<file path="src/rtl/apb_arbiter.sv">
// Two-requester APB arbiter: round-robin grant onto one shared completer, with one
// transfer in flight at a time and the response routed back to the granted requester.
//
// state  | meaning
// IDLE   | no transfer; arbitrate and capture the winner's payload
// SETUP  | m_apb_psel=1, m_apb_penable=0 for one cycle
// ACCESS | m_apb_psel=1, m_apb_penable=1 until m_apb_pready
// RESP   | one-cycle pready pulse to the granted requester
module apb_arbiter #(
  parameter int G_REGWIDTH   = 32,
  parameter int G_ADDR_WIDTH = 32
) (
  input  logic                      clk,
  input  logic                      rst,

  input  logic                      s0_apb_psel,
  input  logic                      s0_apb_penable,
  input  logic                      s0_apb_pwrite,
  input  logic [G_ADDR_WIDTH-1:0]   s0_apb_paddr,
  input  logic [G_REGWIDTH-1:0]     s0_apb_pwdata,
  input  logic [G_REGWIDTH/8-1:0]   s0_apb_pstrb,
  output logic                      s0_apb_pready,
  output logic [G_REGWIDTH-1:0]     s0_apb_prdata,
  output logic                      s0_apb_pslverr,

  input  logic                      s1_apb_psel,
  input  logic                      s1_apb_penable,
  input  logic                      s1_apb_pwrite,
  input  logic [G_ADDR_WIDTH-1:0]   s1_apb_paddr,
  input  logic [G_REGWIDTH-1:0]     s1_apb_pwdata,
  input  logic [G_REGWIDTH/8-1:0]   s1_apb_pstrb,
  output logic                      s1_apb_pready,
  output logic [G_REGWIDTH-1:0]     s1_apb_prdata,
  output logic                      s1_apb_pslverr,

  output logic                      m_apb_psel,
  output logic                      m_apb_penable,
  output logic                      m_apb_pwrite,
  output logic [G_ADDR_WIDTH-1:0]   m_apb_paddr,
  output logic [G_REGWIDTH-1:0]     m_apb_pwdata,
  output logic [G_REGWIDTH/8-1:0]   m_apb_pstrb,
  input  logic                      m_apb_pready,
  input  logic [G_REGWIDTH-1:0]     m_apb_prdata,
  input  logic                      m_apb_pslverr
);

  localparam int C_STRB_W = G_REGWIDTH / 8;

  typedef enum logic [1:0] {
    ST_IDLE   = 2'd0,
    ST_SETUP  = 2'd1,
    ST_ACCESS = 2'd2,
    ST_RESP   = 2'd3
  } state_t;

  state_t state;
  state_t state_nxt;

  logic                    req_any;
  logic                    grant_nxt;
  logic                    grant;
  logic                    last_grant;
  logic                    cap_pwrite;
  logic [G_ADDR_WIDTH-1:0] cap_paddr;
  logic [G_REGWIDTH-1:0]   cap_pwdata;
  logic [C_STRB_W-1:0]     cap_pstrb;
  logic [G_REGWIDTH-1:0]   rsp_prdata;
  logic                    rsp_pslverr;

  // Requester-side penable carries no information the arbiter needs.
  logic unused_penable;
  assign unused_penable = s0_apb_penable ^ s1_apb_penable;

  // Round-robin: on contention the port not granted last wins.
  always_comb begin
    req_any   = s0_apb_psel | s1_apb_psel;
    grant_nxt = 1'b0;
    if (s0_apb_psel && s1_apb_psel) begin
      grant_nxt = ~last_grant;
    end else if (s1_apb_psel) begin
      grant_nxt = 1'b1;
    end
  end

  always_ff @(posedge clk or negedge rst) begin
    if (!rst) begin
      state <= ST_IDLE;
    end else begin
      state <= state_nxt;
    end
  end

  always_comb begin
    state_nxt = state;
    case (state)
      ST_IDLE:   if (req_any) state_nxt = ST_SETUP;
      ST_SETUP:  state_nxt = ST_ACCESS;
      ST_ACCESS: if (m_apb_pready) state_nxt = ST_RESP;
      ST_RESP:   state_nxt = ST_IDLE;
      default:   state_nxt = ST_IDLE;
    endcase
  end

  // Capture and response registers; last_grant resets to 1 so port 0 wins first.
  always_ff @(posedge clk or negedge rst) begin
    if (!rst) begin
      grant       <= 1'b0;
      last_grant  <= 1'b1;
      cap_pwrite  <= 1'b0;
      cap_paddr   <= '0;
      cap_pwdata  <= '0;
      cap_pstrb   <= '0;
      rsp_prdata  <= '0;
      rsp_pslverr <= 1'b0;
    end else begin
      if (state == ST_IDLE && req_any) begin
        grant      <= grant_nxt;
        last_grant <= grant_nxt;
        if (grant_nxt) begin
          cap_pwrite <= s1_apb_pwrite;
          cap_paddr  <= s1_apb_paddr;
          cap_pwdata <= s1_apb_pwdata;
          cap_pstrb  <= s1_apb_pstrb;
        end else begin
          cap_pwrite <= s0_apb_pwrite;
          cap_paddr  <= s0_apb_paddr;
          cap_pwdata <= s0_apb_pwdata;
          cap_pstrb  <= s0_apb_pstrb;
        end
      end
      if (state == ST_ACCESS && m_apb_pready) begin
        rsp_prdata  <= cap_pwrite ? '0 : m_apb_prdata;
        rsp_pslverr <= m_apb_pslverr;
      end
    end
  end

  // Outputs decode registered state and capture registers only.
  always_comb begin
    m_apb_psel     = 1'b0;
    m_apb_penable  = 1'b0;
    m_apb_pwrite   = 1'b0;
    m_apb_paddr    = '0;
    m_apb_pwdata   = '0;
    m_apb_pstrb    = '0;
    s0_apb_pready  = 1'b0;
    s0_apb_prdata  = '0;
    s0_apb_pslverr = 1'b0;
    s1_apb_pready  = 1'b0;
    s1_apb_prdata  = '0;
    s1_apb_pslverr = 1'b0;
    case (state)
      ST_SETUP, ST_ACCESS: begin
        m_apb_psel    = 1'b1;
        m_apb_penable = (state == ST_ACCESS);
        m_apb_pwrite  = cap_pwrite;
        m_apb_paddr   = cap_paddr;
        m_apb_pwdata  = cap_pwdata;
        m_apb_pstrb   = cap_pstrb;
      end
      ST_RESP: begin
        if (grant) begin
          s1_apb_pready  = 1'b1;
          s1_apb_prdata  = rsp_prdata;
          s1_apb_pslverr = rsp_pslverr;
        end else begin
          s0_apb_pready  = 1'b1;
          s0_apb_prdata  = rsp_prdata;
          s0_apb_pslverr = rsp_pslverr;
        end
      end
      default: ;
    endcase
  end

endmodule

</file>
<file path="config.mk">
export PLATFORM = sky130hd
export DESIGN_NAME = apb_arbiter
export DESIGN_NICKNAME = d
export VERILOG_FILES = /design/src/rtl/apb_arbiter.sv
export SDC_FILE = /design/constraint.sdc
export NUM_CORES = 1
export LEC_CHECK = 0
export ABC_AREA = 1
export BUFFER_PORTS_ARGS = -buffer_cell sky130_fd_sc_hd__buf_2
export CAP_MARGIN = 20
export CORE_AREA = 2 2 129 131
export DETAILED_ROUTE_END_ITERATION = 7
export DIE_AREA = 0 0 131 133
export GPL_ROUTABILITY_DRIVEN = 0
export GPL_TIMING_DRIVEN = 0
export PLACE_DENSITY = 0.71
export SLEW_MARGIN = 20
export SYNTH_ARGS = -nofsm -noshare
export SYNTH_HDL_FRONTEND = slang
export SYNTH_SLANG_ARGS = --single-unit
</file>
<file path="constraint.sdc">
create_clock -name clk -period 2.15 [get_ports clk]
set_clock_uncertainty 0.1 [all_clocks]
set_input_delay 0.3225 -clock clk [delete_from_list [all_inputs] [get_ports clk]]
set_output_delay 0.3225 -clock clk [all_outputs]
set_load 0.02 [all_outputs]
</file>
==> Flow_metrics.wiki <==
{| class="wikitable"
! Metric !! Value
|-
| Outcome || finished, final reports clean
|-
| Proportion of synthesized chip area in sequential cells || 42.0%
|-
| Cell at the slowest stage of the critical path || sky130_fd_sc_hd__dfrtp_1
|-
| Gr usage total || 23.4%
|-
| Mean instance size in the synthesized netlist || around 6.4 µm²
|-
| Vias in the first global route || 6456
|-
| Crit-path max FO || 5
|-
| Maximum capacitance violations || 0
|-
| Total detailed-routing wirelength || 20900 µm
|-
| Highest ir drop seen on vdd || 0.697 mV
|-
| Critical path endpoint category || output pin
|-
| Data required time of the worst path || 1.73 ns
|-
| Cell Int Power || 7.23 mW
|-
| Initial Util || 39.1%
|-
| Area of the core || about 16000 µm²
|-
| Detailed-routing iteration count for the pre-antenna-repair pass || 5
|-
| Deepest clock path buffer count || 2
|-
| Total number of H-tree levels || 3
|-
| Hold Vio Cnt, Final || 0
|-
| Total instance count after detailed placement || 1524
|-
| Clock network latency to the later pin of the worst-skew pair || 0.34 ns
|-
| Number of antenna violations at the first check in global routing || 1
|-
| Share of cells above drive strength 1 || between 20 and 30%
|-
| Total area of multi-input combinational cells || about 2500 µm²
|-
| Half-perimeter wire length of the detailed placement result || 15700 µm
|-
| Area growth, synth to finish || 41.5%
|-
| CTS tree || built
|-
| Power Dens Cells || ~1500 nW/µm²
|-
| Fraction of power consumed by combinational cells || 62.3%
|-
| Highest cell delay on the worst timing path || 0.43 ns
|-
| Data arrival, critical path || between 1.5 and 2 ns
|-
| Relative contribution of the clock network to total power || 12.6%
|-
| Post-detailed-route via-to-cell ratio || between 4 and 5
|-
| Chip Width || 131 µm
|-
| Seq pwr share || 25.1%
|-
| Number of DRC markers in iteration 0 || 360
|-
| Max transition margin || between 60% and 70%
|-
| Global-route congestion overflow total || 0
|-
| Crit Path Category || register to output pin
|-
| Vertical die dimension || 133 µm
|-
| Number of clock sinks || 106
|-
| Synthesized instance count || 990
|-
| Area contributors post-synth || sky130_fd_sc_hd__dfrtp_1 (42%), sky130_fd_sc_hd__nand2_1 (17%), sky130_fd_sc_hd__inv_1 (15%)
|-
| Via Count || 7072
|-
| Net count after synthesis || approximately 1200
|-
| Setup repair after global routing missed its margin || yes
|-
| Root buffer cell || sky130_fd_sc_hd__clkbuf_16
|-
| Post-Layout Cell Count || roughly 1600
|-
| Net switching power || 6.28 mW
|-
| Die footprint || 17400 µm²
|-
| Number of different library cells in the post-synthesis netlist || 17
|-
| Sequence of cells on the critical path || inv_2 -> ha_4 -> buf_8 -> clkbuf_16 -> nand2_1 -> inv_1 -> buf_6
|-
| Count of nets after finishing || between 1500 and 2000
|-
| Shortest period the worst path allows || between 2 and 2.5 ns
|-
| Final Power || between 10 and 15 mW
|-
| Register clock-pin slew on the reported worst setup and hold paths || 0.07 ns
|-
| Remaining number of nets flagged by the antenna check after routing || 0
|-
| Leakage dissipation || 5.88 nW
|-
| Sequential cell area || 2660 µm²
|-
| Top cell type by total area after synthesis || sky130_fd_sc_hd__dfrtp_1
|-
| Count of buffers inserted at the top-level ports || around 310
|-
| Period utilization || 98.2%
|-
| Number of synthesized register bits || ~110
|-
| Routed wire length per instance || 13.5 µm
|-
| Number of pins exceeding their max-slew limit in the final report || 0
|-
| Wire length of the first global-routing pass || 31700 µm
|-
| Number of cell rows || 47
|-
| Area share of the largest cell type after synthesis || approximately 42%
|-
| Pin count of the biggest net entering global routing || 59
|-
| Post-Synthesis Cell Area || 6320 µm²
|-
| Number of buffers added by the clock tree synthesis step || 9
|-
| Maximum clock frequency || ~470 MHz
|-
| Number of ports placed on the die boundary || 317
|-
| Yosys warning count || 0
|-
| Worst hold path class || input port to register
|-
| Fillcell total || 1603
|-
| Fraction of power spent switching nets || 46.5%
|-
| Final setup viols || 0
|-
| Count of unresolved DRC violations after routing || 0
|-
| Slew @ Worst Pin || 0.533 ns
|-
| Critical path startpoint category || register
|}
[timing repair]
item                       4_1_cts  5_1_grt
hold endpoints to repair        48        0
pin swaps                        1        1
setup endpoints to repair      129       94
buffers inserted                 4        2
cloned                           1        2
hold buffers                     1        0
resized for setup               50       79
[through the flow]
stage                     util [%]  hold slack [ns]  TNS (ns)  cell area (µm²)  setup slack, ns
after floorplan                  -          -0.0731         0             6320            0.174
after global placement        50.5            0.362    -85.77             8170           -0.638
after detailed placement      50.7            0.192    -19.58             8200           -0.442
after CTS                     53.9           0.0722   -0.0201             8710         -0.00918
after global routing          55.4            0.101    -0.823             8950          -0.0313
final                         55.4           0.0885         0             8950           0.0378
[cells in the final DEF (no fill, tap or decap)]
master                          synthesis  routed
sky130_fd_sc_hd__buf_1                  7       7
sky130_fd_sc_hd__buf_16                 0       1
sky130_fd_sc_hd__buf_2                 20     294
sky130_fd_sc_hd__buf_4                  2      30
sky130_fd_sc_hd__buf_6                  0      18
sky130_fd_sc_hd__buf_8                  0       6
sky130_fd_sc_hd__bufinv_16              0       1
sky130_fd_sc_hd__clkbuf_1              31      20
sky130_fd_sc_hd__clkbuf_16              0      14
sky130_fd_sc_hd__clkbuf_4               0       3
sky130_fd_sc_hd__clkbuf_8               0       3
sky130_fd_sc_hd__clkinv_2               0       1
sky130_fd_sc_hd__dfrtp_1              105     104
sky130_fd_sc_hd__dfrtp_2                0       1
sky130_fd_sc_hd__dfstp_2                1       1
sky130_fd_sc_hd__diode_2                0       1
sky130_fd_sc_hd__dlygate4sd3_1          0       1
sky130_fd_sc_hd__ha_1                   5       3
sky130_fd_sc_hd__ha_2                   0       1
sky130_fd_sc_hd__ha_4                   0       1
sky130_fd_sc_hd__inv_1                249     237
sky130_fd_sc_hd__inv_2                  1      13
sky130_fd_sc_hd__nand2_1              291     287
sky130_fd_sc_hd__nand2_2                2       6
sky130_fd_sc_hd__nand3_1              173     173
sky130_fd_sc_hd__nor2_1                66      65
sky130_fd_sc_hd__nor2_2                 1       2
sky130_fd_sc_hd__nor2_4                 1       1
sky130_fd_sc_hd__o21ai_0               34      34
sky130_fd_sc_hd__or2_2                  1       1
[cell usage after synthesis, drive strengths merged]
| master | number |
|---|---|
| dfstp | 1 |
| nand3 | 173 |
| nand2 | 293 |
| buf | 29 |
| clkbuf | 31 |
| ha | 5 |
| inv | 250 |
| nor2 | 68 |
| o21ai | 34 |
| dfrtp | 105 |
| or2 | 1 |
[registers in the layout (all words and copies together) (netlist names)]
register     count
cap_paddr       32
cap_pstrb        4
cap_pwdata      32
cap_pwrite       1
grant            1
last_grant       1
rsp_prdata      32
rsp_pslverr      1
state            2
[layer usage]
layer	vias to the layer above	part of all wire, %	track usage (%)
met5	-	0	0
met4	0	3.0	8.92
met3	42	7.6	4.89
met2	286	48	40.7
met1	3177	42	28.1
li1	3567	-	-
[cell type report]
type                    count  share of cell area (%)
flip-flops and latches    106                    29.7
multi-input cells         574                    28.0
repair buffers            324                    21.2
inverters                 250                    10.5
plain buffers              59                    4.25
well taps                 220                    3.08
clock buffers              14                    2.95
clock inverters             2                   0.391
diodes                      1                  0.0280
[power by group through the flow]
stage / clock network (mW) / logic, mW / registers, mW
floorplan: 0 / 4.57 / 3.30
global placement: 0 / 6.83 / 3.39
detailed placement: 0 / 6.92 / 3.40
CTS: 1.74 / 7.63 / 3.38
global route: 1.82 / 9.23 / 3.49
finish: 1.70 / 8.42 / 3.39
[logic make-up after synthesis]
group / Yosys count / synth area share, %
simple gates: 535 / 35.5
flops: 106 / 42.0
buf+inv: 310 / 18.9
fa+ha+maj: 5 / 0.989
compound gates: 34 / 2.69
[critical path, delay by kind of cell, from the launching register on]
kind,cells,cell delay (ns)
adder cells (fa/ha/maj),1,0.30
buffers and inverters,5,0.58
AND/OR/NAND/NOR,1,0.04
flip-flops,1,0.43
[path summary, 6_finish.rpt]
kind                                startpoint             end  slack, ns  depth (start not counted)
worst max-delay path                  state[0]  m_apb_paddr[5]       0.04                          7
worst min-delay path             m_apb_pslverr     rsp_pslverr       0.09                          3
worst max register to register        state[0]  rsp_prdata[27]       0.24                          8
worst min register to register  cap_pwdata[30]  cap_pwdata[30]       0.38                          2
max in group asynchronous                  rst      last_grant       0.89                          3
min in group asynchronous                  rst  rsp_prdata[15]       0.38                          2
Power figures use the tool's default switching activity.
